## src/rtl/fp_add_pkg.sv

```systemverilog
// Shared types, widths and operand classification for the single-precision add sequencer.
package fp_add_pkg;

    localparam int unsigned FP_W   = 32;
    localparam int unsigned RM_W   = 3;
    localparam int unsigned FLAG_W = 5;
    localparam int unsigned CNT_W  = 4;

    localparam int unsigned FLAG_NV = 4;
    localparam int unsigned FLAG_DZ = 3;
    localparam int unsigned FLAG_OF = 2;
    localparam int unsigned FLAG_UF = 1;
    localparam int unsigned FLAG_NX = 0;

    localparam logic [FP_W-1:0] QNAN = 32'h7fc00000;

    typedef enum logic [RM_W-1:0] {
        RNE = 3'b000,
        RTZ = 3'b001,
        RDN = 3'b010,
        RUP = 3'b011,
        RMM = 3'b100,
        DYN = 3'b111
    } rm_e;

    typedef enum logic [1:0] {
        IDLE,
        EXEC,
        RESP
    } state_e;

    typedef struct packed {
        logic is_zero;
        logic is_snan;
        logic is_qnan;
        logic is_inf;
    } fp_class_t;

    // IEEE-754 single-precision special-value decode; mant[22] separates quiet from signalling NaN.
    function automatic fp_class_t fp_classify(input logic [FP_W-1:0] x);
        fp_class_t c;
        logic      exp_max;
        logic      mant_zero;
        exp_max   = &x[30:23];
        mant_zero = ~|x[22:0];
        c.is_zero = ~|x[30:0];
        c.is_inf  = exp_max & mant_zero;
        c.is_qnan = exp_max & x[22];
        c.is_snan = exp_max & ~mant_zero & ~x[22];
        return c;
    endfunction

endpackage

```

## src/rtl/fp_add_classify.sv

```systemverilog
// Classifies both adder operands and detects an inf + (-inf) cancellation.
module fp_add_classify
    import fp_add_pkg::*;
(
    input  logic [FP_W-1:0] a,
    input  logic [FP_W-1:0] b,
    output fp_class_t       cls_a,
    output fp_class_t       cls_b,
    output logic            inf_cancel
);

    assign cls_a      = fp_classify(a);
    assign cls_b      = fp_classify(b);
    assign inf_cancel = cls_a.is_inf & cls_b.is_inf & (a[31] ^ b[31]);

endmodule

```

## src/rtl/fp_add_seq_ctrl.sv

```systemverilog
// Issue/response sequencer around the combinational single-precision adder, with sticky fflags.
// Optional macro FP_ADD_ZERO_BYPASS_EN: x +/- 0 requests are answered directly without waiting on the adder.
module fp_add_seq_ctrl
    import fp_add_pkg::*;
#(
    parameter int unsigned ADDER_LATENCY = 1
) (
    input  logic              clk,
    input  logic              rst,
    input  logic              req_valid,
    output logic              req_ready,
    input  logic [FP_W-1:0]   req_a,
    input  logic [FP_W-1:0]   req_b,
    input  logic              req_sub,
    input  logic [RM_W-1:0]   req_rm,
    input  logic [RM_W-1:0]   frm,
    output logic [FP_W-1:0]   add_a,
    output logic [FP_W-1:0]   add_b,
    output logic [RM_W-1:0]   add_rm,
    input  logic [FP_W-1:0]   add_result,
    input  logic              add_overflow,
    input  logic              add_underflow,
    output logic              resp_valid,
    input  logic              resp_ready,
    output logic [FP_W-1:0]   resp_result,
    output logic [FLAG_W-1:0] resp_flags,
    output logic              resp_illegal,
    output logic [FLAG_W-1:0] fflags,
    input  logic              flags_clr,
    output logic              busy
);

    state_e              state;
    state_e              state_d;
    logic [CNT_W-1:0]    cnt;
    logic [RM_W-1:0]     rm_c;
    logic                rm_illegal_c;
    logic [FP_W-1:0]     b_eff_c;
    logic                bypass_c;
    logic [FP_W-1:0]     byp_result_c;
    fp_class_t           cls_a;
    fp_class_t           cls_b;
    logic                inf_cancel;
    logic                nv_c;
    logic [FLAG_W-1:0]   new_flags_c;
    logic                issue_exe;
    logic                issue_byp;
    logic                issue_ill;
    logic                capture;

    assign rm_c         = (req_rm == DYN) ? frm : req_rm;
    assign rm_illegal_c = rm_c[2] & (rm_c[1] | rm_c[0]);
    assign b_eff_c      = {req_b[31] ^ req_sub, req_b[30:0]};

    // Invalid detection runs on the held adder inputs, in step with the sampled result.
    fp_add_classify u_cls (
        .a          (add_a),
        .b          (add_b),
        .cls_a      (cls_a),
        .cls_b      (cls_b),
        .inf_cancel (inf_cancel)
    );

    logic unused_cls;
    assign unused_cls = &{cls_a.is_zero, cls_a.is_qnan, cls_a.is_inf,
                          cls_b.is_zero, cls_b.is_qnan, cls_b.is_inf};

    assign nv_c = inf_cancel | cls_a.is_snan | cls_b.is_snan;

    always_comb begin
        new_flags_c          = '0;
        new_flags_c[FLAG_NV] = nv_c;
        new_flags_c[FLAG_OF] = add_overflow;
        new_flags_c[FLAG_UF] = add_underflow;
        new_flags_c[FLAG_NX] = add_overflow | add_underflow;
    end

`ifdef FP_ADD_ZERO_BYPASS_EN
    fp_class_t req_cls_a;
    fp_class_t req_cls_b;
    logic      req_inf_cancel;

    fp_add_classify u_req_cls (
        .a          (req_a),
        .b          (b_eff_c),
        .cls_a      (req_cls_a),
        .cls_b      (req_cls_b),
        .inf_cancel (req_inf_cancel)
    );

    logic unused_req_cls;
    assign unused_req_cls = &{req_cls_a.is_inf, req_cls_b.is_inf, req_inf_cancel};

    assign bypass_c = (req_cls_a.is_zero ^ req_cls_b.is_zero)
                    & ~(req_cls_a.is_snan | req_cls_a.is_qnan | req_cls_b.is_snan | req_cls_b.is_qnan);
    assign byp_result_c = req_cls_a.is_zero ? b_eff_c : req_a;
`else
    assign bypass_c     = 1'b0;
    assign byp_result_c = '0;
`endif

    always_ff @(posedge clk) begin
        if (rst) state <= IDLE;
        else     state <= state_d;
    end

    always_comb begin
        state_d   = state;
        issue_exe = 1'b0;
        issue_byp = 1'b0;
        issue_ill = 1'b0;
        capture   = 1'b0;
        case (state)
            IDLE: begin
                if (req_valid) begin
                    if (rm_illegal_c) begin
                        issue_ill = 1'b1;
                        state_d   = RESP;
                    end else if (bypass_c) begin
                        issue_byp = 1'b1;
                        state_d   = RESP;
                    end else begin
                        issue_exe = 1'b1;
                        state_d   = EXEC;
                    end
                end
            end
            EXEC: begin
                if (cnt == '0) begin
                    capture = 1'b1;
                    state_d = RESP;
                end
            end
            RESP: begin
                if (resp_ready) state_d = IDLE;
            end
            default: state_d = IDLE;
        endcase
    end

    // Handshake outputs track the next state so they are valid straight out of the flops.
    always_ff @(posedge clk) begin
        if (rst) begin
            req_ready    <= 1'b1;
            busy         <= 1'b0;
            resp_valid   <= 1'b0;
            add_a        <= '0;
            add_b        <= '0;
            add_rm       <= '0;
            cnt          <= '0;
            resp_result  <= '0;
            resp_flags   <= '0;
            resp_illegal <= 1'b0;
            fflags       <= '0;
        end else begin
            req_ready  <= (state_d == IDLE);
            busy       <= (state_d != IDLE);
            resp_valid <= (state_d == RESP);

            if (issue_exe | issue_byp) begin
                add_a  <= req_a;
                add_b  <= b_eff_c;
                add_rm <= rm_c;
            end

            if (issue_exe)                        cnt <= CNT_W'(ADDER_LATENCY - 1);
            else if (state == EXEC && cnt != '0)  cnt <= cnt - CNT_W'(1);

            if (issue_ill) begin
                resp_result  <= QNAN;
                resp_flags   <= '0;
                resp_illegal <= 1'b1;
            end else if (issue_byp) begin
                resp_result  <= byp_result_c;
                resp_flags   <= '0;
                resp_illegal <= 1'b0;
            end else if (capture) begin
                resp_result  <= nv_c ? QNAN : add_result;
                resp_flags   <= new_flags_c;
                resp_illegal <= 1'b0;
            end

            // A clear coinciding with a capture still keeps that operation's flags.
            fflags <= (flags_clr ? '0 : fflags) | (capture ? new_flags_c : '0);
        end
    end

endmodule

```

## config.mk

```make
export PLATFORM = sky130hd
export DESIGN_NAME = fp_add_seq_ctrl
export DESIGN_NICKNAME = d
export VERILOG_FILES = /design/src/rtl/fp_add_pkg.sv /design/src/rtl/fp_add_classify.sv /design/src/rtl/fp_add_seq_ctrl.sv
export SDC_FILE = /design/constraint.sdc
export NUM_CORES = 1
export LEC_CHECK = 0
export ABC_AREA = 1
export CAP_MARGIN = 20
export CORE_MARGIN = 5
export CORE_UTILIZATION = 44
export DETAILED_ROUTE_END_ITERATION = 16
export MAX_ROUTING_LAYER = met4
export PLACE_DENSITY = 0.83
export SYNTH_ARGS = -nofsm -noshare
export SYNTH_HDL_FRONTEND = slang
export SYNTH_SLANG_ARGS = --single-unit
export TNS_END_PERCENT = 1
```

## constraint.sdc

```tcl
create_clock -name clk -period 4 [get_ports clk]
set_clock_uncertainty 0.2 [all_clocks]
set_input_delay 0.4 -clock clk [delete_from_list [all_inputs] [get_ports clk]]
set_output_delay 0.4 -clock clk [all_outputs]
set_load 0.01 [all_outputs]
```

== Yosys cells after proc, flatten, opt, wreduce, memory -nomap -nowiden ==
Index checks and enable logic that the tools add are counted.
Storage, ports and cells
  register bits after elaboration: 118
  bits of input ports: 110
  output and inout bits: 113
  logic and storage cells: 72
Operators by class
  add/sub/neg operators: 1
  eq/ne operators: 4
  mux-type cells: 21
  bitwise operators: 18
  reduce and logical (&&, ||, !) cells: 15
Operator list (number)
  2-to-1 mux 32 bit: 2
  OR reduction 23 bit: 2
  2-to-1 mux 31 bit: 1
  AND reduction 8 bit: 2
  2-to-1 mux 1 bit: 10
  2-to-1 mux 5 bit: 2
  bitwise AND 1 bit: 9
  2-to-1 mux 2 bit: 4
  case mux 2 bit (3 select lines): 1
  bitwise OR 5 bit: 1
  equality test 2 bit (second input constant): 2
  zero test 2 bit: 2
  zero test 4 bit: 1
  bitwise OR 1 bit: 4
  nonzero test 2 bit: 2
  nonzero test 4 bit: 1
  OR reduction 2 bit: 2
  subtractor 4 x 1 -> 4 bit (second input constant): 1
  equality test 3 bit (second input constant): 1
  2-to-1 mux 3 bit: 1
  equality test 2 x 1 -> 1 bit (second input constant): 1
  zero test 1 bit: 2
  NOT 1 bit: 2
  XOR 1 bit: 2
  logical AND 1 bit: 1

== Logic depth before layout (Yosys ltp) ==
  depth in word-level cells: 10
  mapped depth: 12
  mapped depth without buffers: 11

== Hierarchy ==
From an unflattened synthesis, not the netlist that was laid out.
Unflattened totals
  cells, all modules: 688
  area total of the unflattened synthesis: 5247.5 um2
Modules (own cells, without submodules)
  fp_add_seq_ctrl: instances 1, cells an instance 617, area an instance 4942.2 um2, sequential area each 2342.2 um2
  fp_add_classify: instances 1, cells an instance 71, area an instance 305.3 um2, sequential area each 0.0 um2

== Worst setup path before layout ==
No wires, ideal clock.
  path type: register to register
  start point: register cnt[0]
  end point: register resp_result[10]
  setup time: 117 ps
  arrival: 1412 ps
  data required time: 3683 ps
  path slack: 2272 ps
  stages on the path, launching flop included: 9
  buffers on the path: 2
  period minus slack after synthesis: 1728 ps
  cells stage by stage: dfxtp_1 -> inv_1 -> ha_1 -> nand3_1 -> nor2_4 -> buf_6 -> buf_6 -> mux2i_1 -> nor2_2
Between the ends
  cells in the longest elaborated chain, start to end: 4
Ends and longest elaborated chain
  start: declaration: RTL line fp_add_seq_ctrl.sv:35  | logic [CNT_W-1:0] cnt;
  start signal: assignment: RTL line fp_add_seq_ctrl.sv:166  | if (issue_exe) cnt <= CNT_W'(ADDER_LATENCY - 1);
  start signal: assignment: RTL line fp_add_seq_ctrl.sv:167  | else if (state == EXEC && cnt != '0) cnt <= cnt - CNT_W'(1);
  zero test 4 bit: RTL line fp_add_seq_ctrl.sv:129  | if (cnt == '0) begin
  2-to-1 mux 1 bit: RTL line fp_add_seq_ctrl.sv:129
  2-to-1 mux 1 bit: RTL line fp_add_seq_ctrl.sv:113  | case (state)
  2-to-1 mux 32 bit
  end signal: assignment: RTL line fp_add_seq_ctrl.sv:174  | resp_result <= byp_result_c;
  end signal: assignment: RTL line fp_add_seq_ctrl.sv:178  | resp_result <= nv_c ? QNAN : add_result;
  end: declaration: RTL line fp_add_seq_ctrl.sv:25  | output logic [FP_W-1:0] resp_result,
No other way between the ends. The select of a mux whose other input is x is not followed.
A chain may end at the register's enable or synchronous reset.

== Final worst setup path ==
  start point: register cnt[0]
  end point: register resp_result[20]
The elaborated chain is that of the path after synthesis.

==> out/qor.yml <==
outcome:
  outcome: "completed"
floorplanning:
  rows: 38
  io_pins: 223
  fp.dieW_um: 113.8
  coreArea_um2: 10700
  die-area_um2: 12960
  start_util_pct: 44.34
  die_y_um: 113.8
logic_synthesis:
  synth-edff-count: 0
  synth_top_area_share_pct: 49.38
  synth_compound_area_share_pct: 10.92
  yosysWarnings: 0
  synth_area_leaders: "dfxtp_1, nor2_1, o21ai_0"
  yosys.cell_count.top_type: "nor2_1"
  synthXorXnorAreaFrac_pct: 0.5539
  synthCells: 611
  synth_top_family_by_area: "simple AND/OR/NAND/NOR gates"
  netlist_area_um2: 4743
  yosys.area_share.simple_pct: 24.69
  synth-seq-area-share_pct: 49.38
  synth_area_per_cell_um2: 7.763
  ys_async_sr_fraction_pct: 0
  synth_cell_types: 38
  ys.flop_type: "dfxtp_1"
  muxShareOfSynthArea_pct: 4.854
  synth-seq-cells: 117
  synth_area_leader_cell: "dfxtp_1"
  synth_fa_ha_area_share_pct: 0.2638
  ys_top_cells_by_count: "nor2_1, dfxtp_1, o21ai_0"
critical_path:
  crit_slowest_cell: "buf_4"
  cp_max_fo: 28
  crit_family: "simple AND/OR/NAND/NOR gates"
  path_cells: "inv_1 -> ha_1 -> nand3_1 -> nor2_4 -> buf_4 -> nand2_4 -> nand2_8 -> nor2_1"
  crit_required_ns: 4.20
  worstSetupStartpointType: "register"
  worst_ep_arrival_time_ns: 2.50
  critPathBufInv: 2
  max_stage_delay_ns: 0.46
  worstSetupEndpointType: "register"
  worst-setup-path-type: "register to register"
placement:
  dpl_cell_area_um2: 6945
  globalplace.congestion: 0.8168
  numPortBuffers: 220
  dp_hpwl_mm: 11.13
timing:
  fmax_mhz: 435.1
  final-max-slew-violation-count: 0
  rsz0062_at_grt: "false"
  period_share_pct: 57.45
  min_period_ns: 2.298
  setup_viol: 0
  finalSetupTns_ns: 0
  slew_headroom_pct: 55.53
  hold_violations: 0
  tightest_slew_ns: 0.6661
route:
  drt_first_iter_violations: 313
  dr.pass1.iters: 4
  drt_wl_total_mm: 15.35
  vias: 4782
  drc: 0
  ant_nets: 0
  dr_wl_met2_mm: 7.636
  avgRoutedWirePerCell_um: 15.72
  wl_met1_mm: 6.047
  wl_met3_mm: 1.437
  highest_layer: "met4"
  viasPerCell: 4.895
power_and_ir_drop:
  leakage_uw: 0.003117
  ir_drop_mv: 0.2607
  p_per_area_nw_per_um2: 463.2
cts:
  cts_setup_buffers: 0
  h-tree-depth: 4
  clock_tree.root_cell: "clkbuf_8"
  cts_num_sinks: 117
  clock_latency_ns: 0.51
  clkTransAtPathRegs_ns: 0.06
  cts_tree: "built"
  hold_buffers: 0
  cts-resized-gates: 0
  clockBufferDepth: 2
  cts_buffers: 17
global_route:
  grtUsageTotal_pct: 23.82
  overflow: 0
  antenna_found_initial: 0
  grt_pass1_vias: 4843
  grt_max_degree: 71
  grt_pass1_wl_mm: 23.70
cells_and_area:
  nets: 935
  area_delta_synth_final_pct: 58.53
  diodes: 0
  fin_area_um2: 7520
  drive_gt1_share_pct: 7.407
hold_path:
  min_path_type: "register to register"
run:
  max_cap_viol_count: 0
-- registers in the layout (all words and copies together), names as in the netlist --
signal        flops
resp_illegal      1
add_a            32
state             2
add_rm            3
resp_result      32
fflags            4
resp_valid        1
add_b            32
req_ready         1
cnt               4
resp_flags        4
busy              1
-- final timing paths --
check | cells past startpoint | slack (ns) | startpoint | end
setup / recovery | 8 | 1.70 | cnt[0]$_SDFFE_PP0P_ | resp_result[20]$_SDFFE_PP0P_
hold / removal | 2 | 0.27 | cnt[0]$_SDFFE_PP0P_ | cnt[0]$_SDFFE_PP0P_
hold reg to reg | 2 | 0.27 | cnt[0]$_SDFFE_PP0P_ | cnt[0]$_SDFFE_PP0P_
setup reg to reg | 8 | 1.70 | cnt[0]$_SDFFE_PP0P_ | resp_result[20]$_SDFFE_PP0P_
-- layout by cell type (no fill, tap or decap), types with 2 or more instances in the layout --
cell / instances
clkdlybuf4s50_1: 220
a211oi_1: 2
dfxtp_1: 117
nor2_1: 173
nand2_1: 64
nand4_1: 9
clkbuf_16: 16
buf_4: 5
nor2_2: 11
nand3_1: 5
clkinv_2: 5
o21ai_0: 76
inv_1: 54
bufinv_16: 2
mux2i_1: 23
xnor2_1: 2
conb_1: 2
a21oi_1: 19
clkinv_4: 2
inv_2: 4
clkinvlp_4: 3
clkbuf_8: 3
nand2_4: 2
-- worst min-delay path, delay by kind of cell, from the launching register on --
family / cells / cell delay [ns]
AOI/OAI and AO/OA: 1 / 0.06
and+or+nand+nor: 1 / 0.06
DFF: 1 / 0.31
-- cells by family after synthesis --
kind of cell,after synthesis
AO/OA/AOI/OAI,101
AND/OR/NAND/NOR,274
adder cells (fa/ha/maj),1
multiplexers,23
XOR/XNOR,3
other,1
buffers and inverters,91
flip-flops,117
-- power breakdown --
part / internal [uW] / switching (uW)
clock: 917 / 543
combinational: 360 / 322
sequential: 1270 / 70.5
total: 2550 / 935
-- metrics by stage --
step / hold slack (ns) / power, uW / utilization, % / setup slack (ns) / instances
5_1_grt: 0.2889 / 3628 / 70.29 / 1.582 / 977
3_3_place_gp: 0.2516 / 2022 / 64.92 / 1.357 / 945
3_5_place_dp: 0.2615 / 2042 / 64.92 / 1.287 / 945
6_report: 0.2732 / 3483 / 70.29 / 1.702 / 977
2_1_floorplan: 0.2442 / 1674 / - / 2.272 / 612
4_1_cts: 0.2726 / 3502 / 70.29 / 1.705 / 977
-- final cells by class --
class | instances | area [um^2]
fillers | 810 | 3178
flip-flops and latches | 117 | 2342
repair buffers | 225 | 2240
multi-input cells | 404 | 1966
clock buffers | 20 | 445.4
inverters | 59 | 222.7
well taps | 140 | 175.2
clock inverters | 12 | 128.9
-- metal layers --
layer  track usage (%)  vias up
met5                 -        -
met4             7.284        0
met3             9.284       18
met2             39.93      200
met1             26.22     2220
li1                  -     2344
No activity file was read; power rests on OpenSTA's default activity.
==> edit (same flow settings) <==
Encoding of `state_e`: now one-hot (3 bits for 3 states).
--- a/src/rtl/fp_add_pkg.sv
+++ b/src/rtl/fp_add_pkg.sv
@@ -23,10 +23,10 @@
         DYN = 3'b111
     } rm_e;
 
-    typedef enum logic [1:0] {
-        IDLE,
-        EXEC,
-        RESP
+    typedef enum logic [2:0] {
+        IDLE = 3'b001,
+        EXEC = 3'b010,
+        RESP = 3'b100
     } state_e;
 
     typedef struct packed {
Function: no difference found for any inputs over 4 cycles, from zero or initial values and one cycle with rst high; so few cycles prove little.
==> edit against the original RTL <==
- final area barely moved
- sequential cell count rose by 1
- worst setup slack got worse by 0.54 ns
- register-to-register slack got worse by 0.35 ns
- global-route usage fell by 0.77 points
- area after synthesis rose by 0.40%
- hold slack got worse by 0.0048 ns
- total power rose by 17%
- routed wire length fell by 4.7%
- critical path depth did not move
- critical endpoint is now add_a[13]
==> edit: results (changes against the original RTL) <==
metric	value	unit	change
initial DRC count	321		+2.6%
layout cells sized above 1	5.02	%	-2.4 points
Fin. Hold Viols	0		unchanged
top area cells in the synthesized netlist	dfxtp_1, nor2_1, mux2i_1		
maximum vdd ir drop	267	uV	+2.5%
CP Max Fanout	65		+130%
reg2reg start	state[0]		
Hold Path Origin	resp_flags[4]		
met1 GRT Util	26.1	%	-0.15 points
Worst Hold End	resp_flags[4]		
R2R Setup Slk	1.35	ns	-0.35 ns
met2 Resource Use GR	38.8	%	-1.2 points
switching pwr	0.00114	W	+21%
largest net degree at the start of global routing	72		+1.4%
status	finished, final reports clean		
Clk pwr share	38.2	%	-3.7 points
fillers	883		+9.0%
Slew @ Worst Pin	0.919	ns	+0.253 ns
DR vias	4748		-0.71%
leakage	3.11	nW	-0.28%
first-pass GRT wire length	23300	um	-1.9%
crit path DAT	3.03	ns	+0.53 ns
vias in the first global route	4771		-1.5%
Tot GR Track Use	23.0	%	-0.77 points
Detail Placement HPWL	10500	um	-5.5%
gp weighted congestion	0.841		+2.9%
Detailed Routing Iterations Pass 1	5		+1
Logic pwr share	25.6	%	+6.0 points
reg-to-reg endpoint	add_a[13]		
TritonCTS buffer count	17		unchanged
[edit: per-stage QoR]
step	worst slack (ns)	cell area, um^2	hold slack, ns	std cells	utilization, %
global placement	0.755	6900	0.250	945	64.2
global route	0.863	7520	0.287	977	70.0
finish	1.16	7520	0.268	977	70.0
floorplan	2.12	4770	0.245	619	-
detailed placement	0.636	6900	0.258	945	64.2
CTS	1.19	7520	0.268	977	70.0
[edit: cell families (layout without fill, tap and decap cells)]
group	count (synthesis)	in the layout	synth area share [%]
other	1	2	0.0787
and+or+nand+nor	297	297	25.3
muxes	22	22	4.62
xor gates and xnor gates	3	3	0.552
DFF	118	118	49.6
AOI/OAI and AO/OA	109	109	11.6
buffers and inverters	67	285	7.96
adders and majority gates	1	1	0.263
[edit: per-layer routing]
metal / wire (um) / up-vias
met3: 786 / 40
met5: 0 / -
li1: - / 2376
met1: 6060 / 2153
met2: 7290 / 179
met4: 497 / 0
[edit: how the worst max path moves through the flow]
stage,startpoint,endpoint
2_1_floorplan,cnt[0],resp_result[10]
3_3_place_gp,req_rm[2],add_b[3]
3_5_place_dp,req_rm[0],add_a[12]
4_1_cts,req_rm[0],add_a[12]
5_1_grt,req_rm[2],add_a[25]
6_report,req_rm[0],add_a[13]
[edit: cell type report]
cell class	instances	area share (%)
multi-input combinational	434	27.0
clock buffer	23	6.21
timing repair buffer	223	29.6
clock inverter	9	1.96
sequential	118	31.4
tap	140	2.33
inverter	30	1.51
[edit: worst max-delay path, cell delays in order]
cell and delay [ns]:
clkdlybuf4s50_1 0.52, o21a_1 0.15, or2_1 0.11, nand2_1 0.06, nand2_2 0.48, clkinv_2 0.83
nor2_1 0.33, nor2_1 0.09
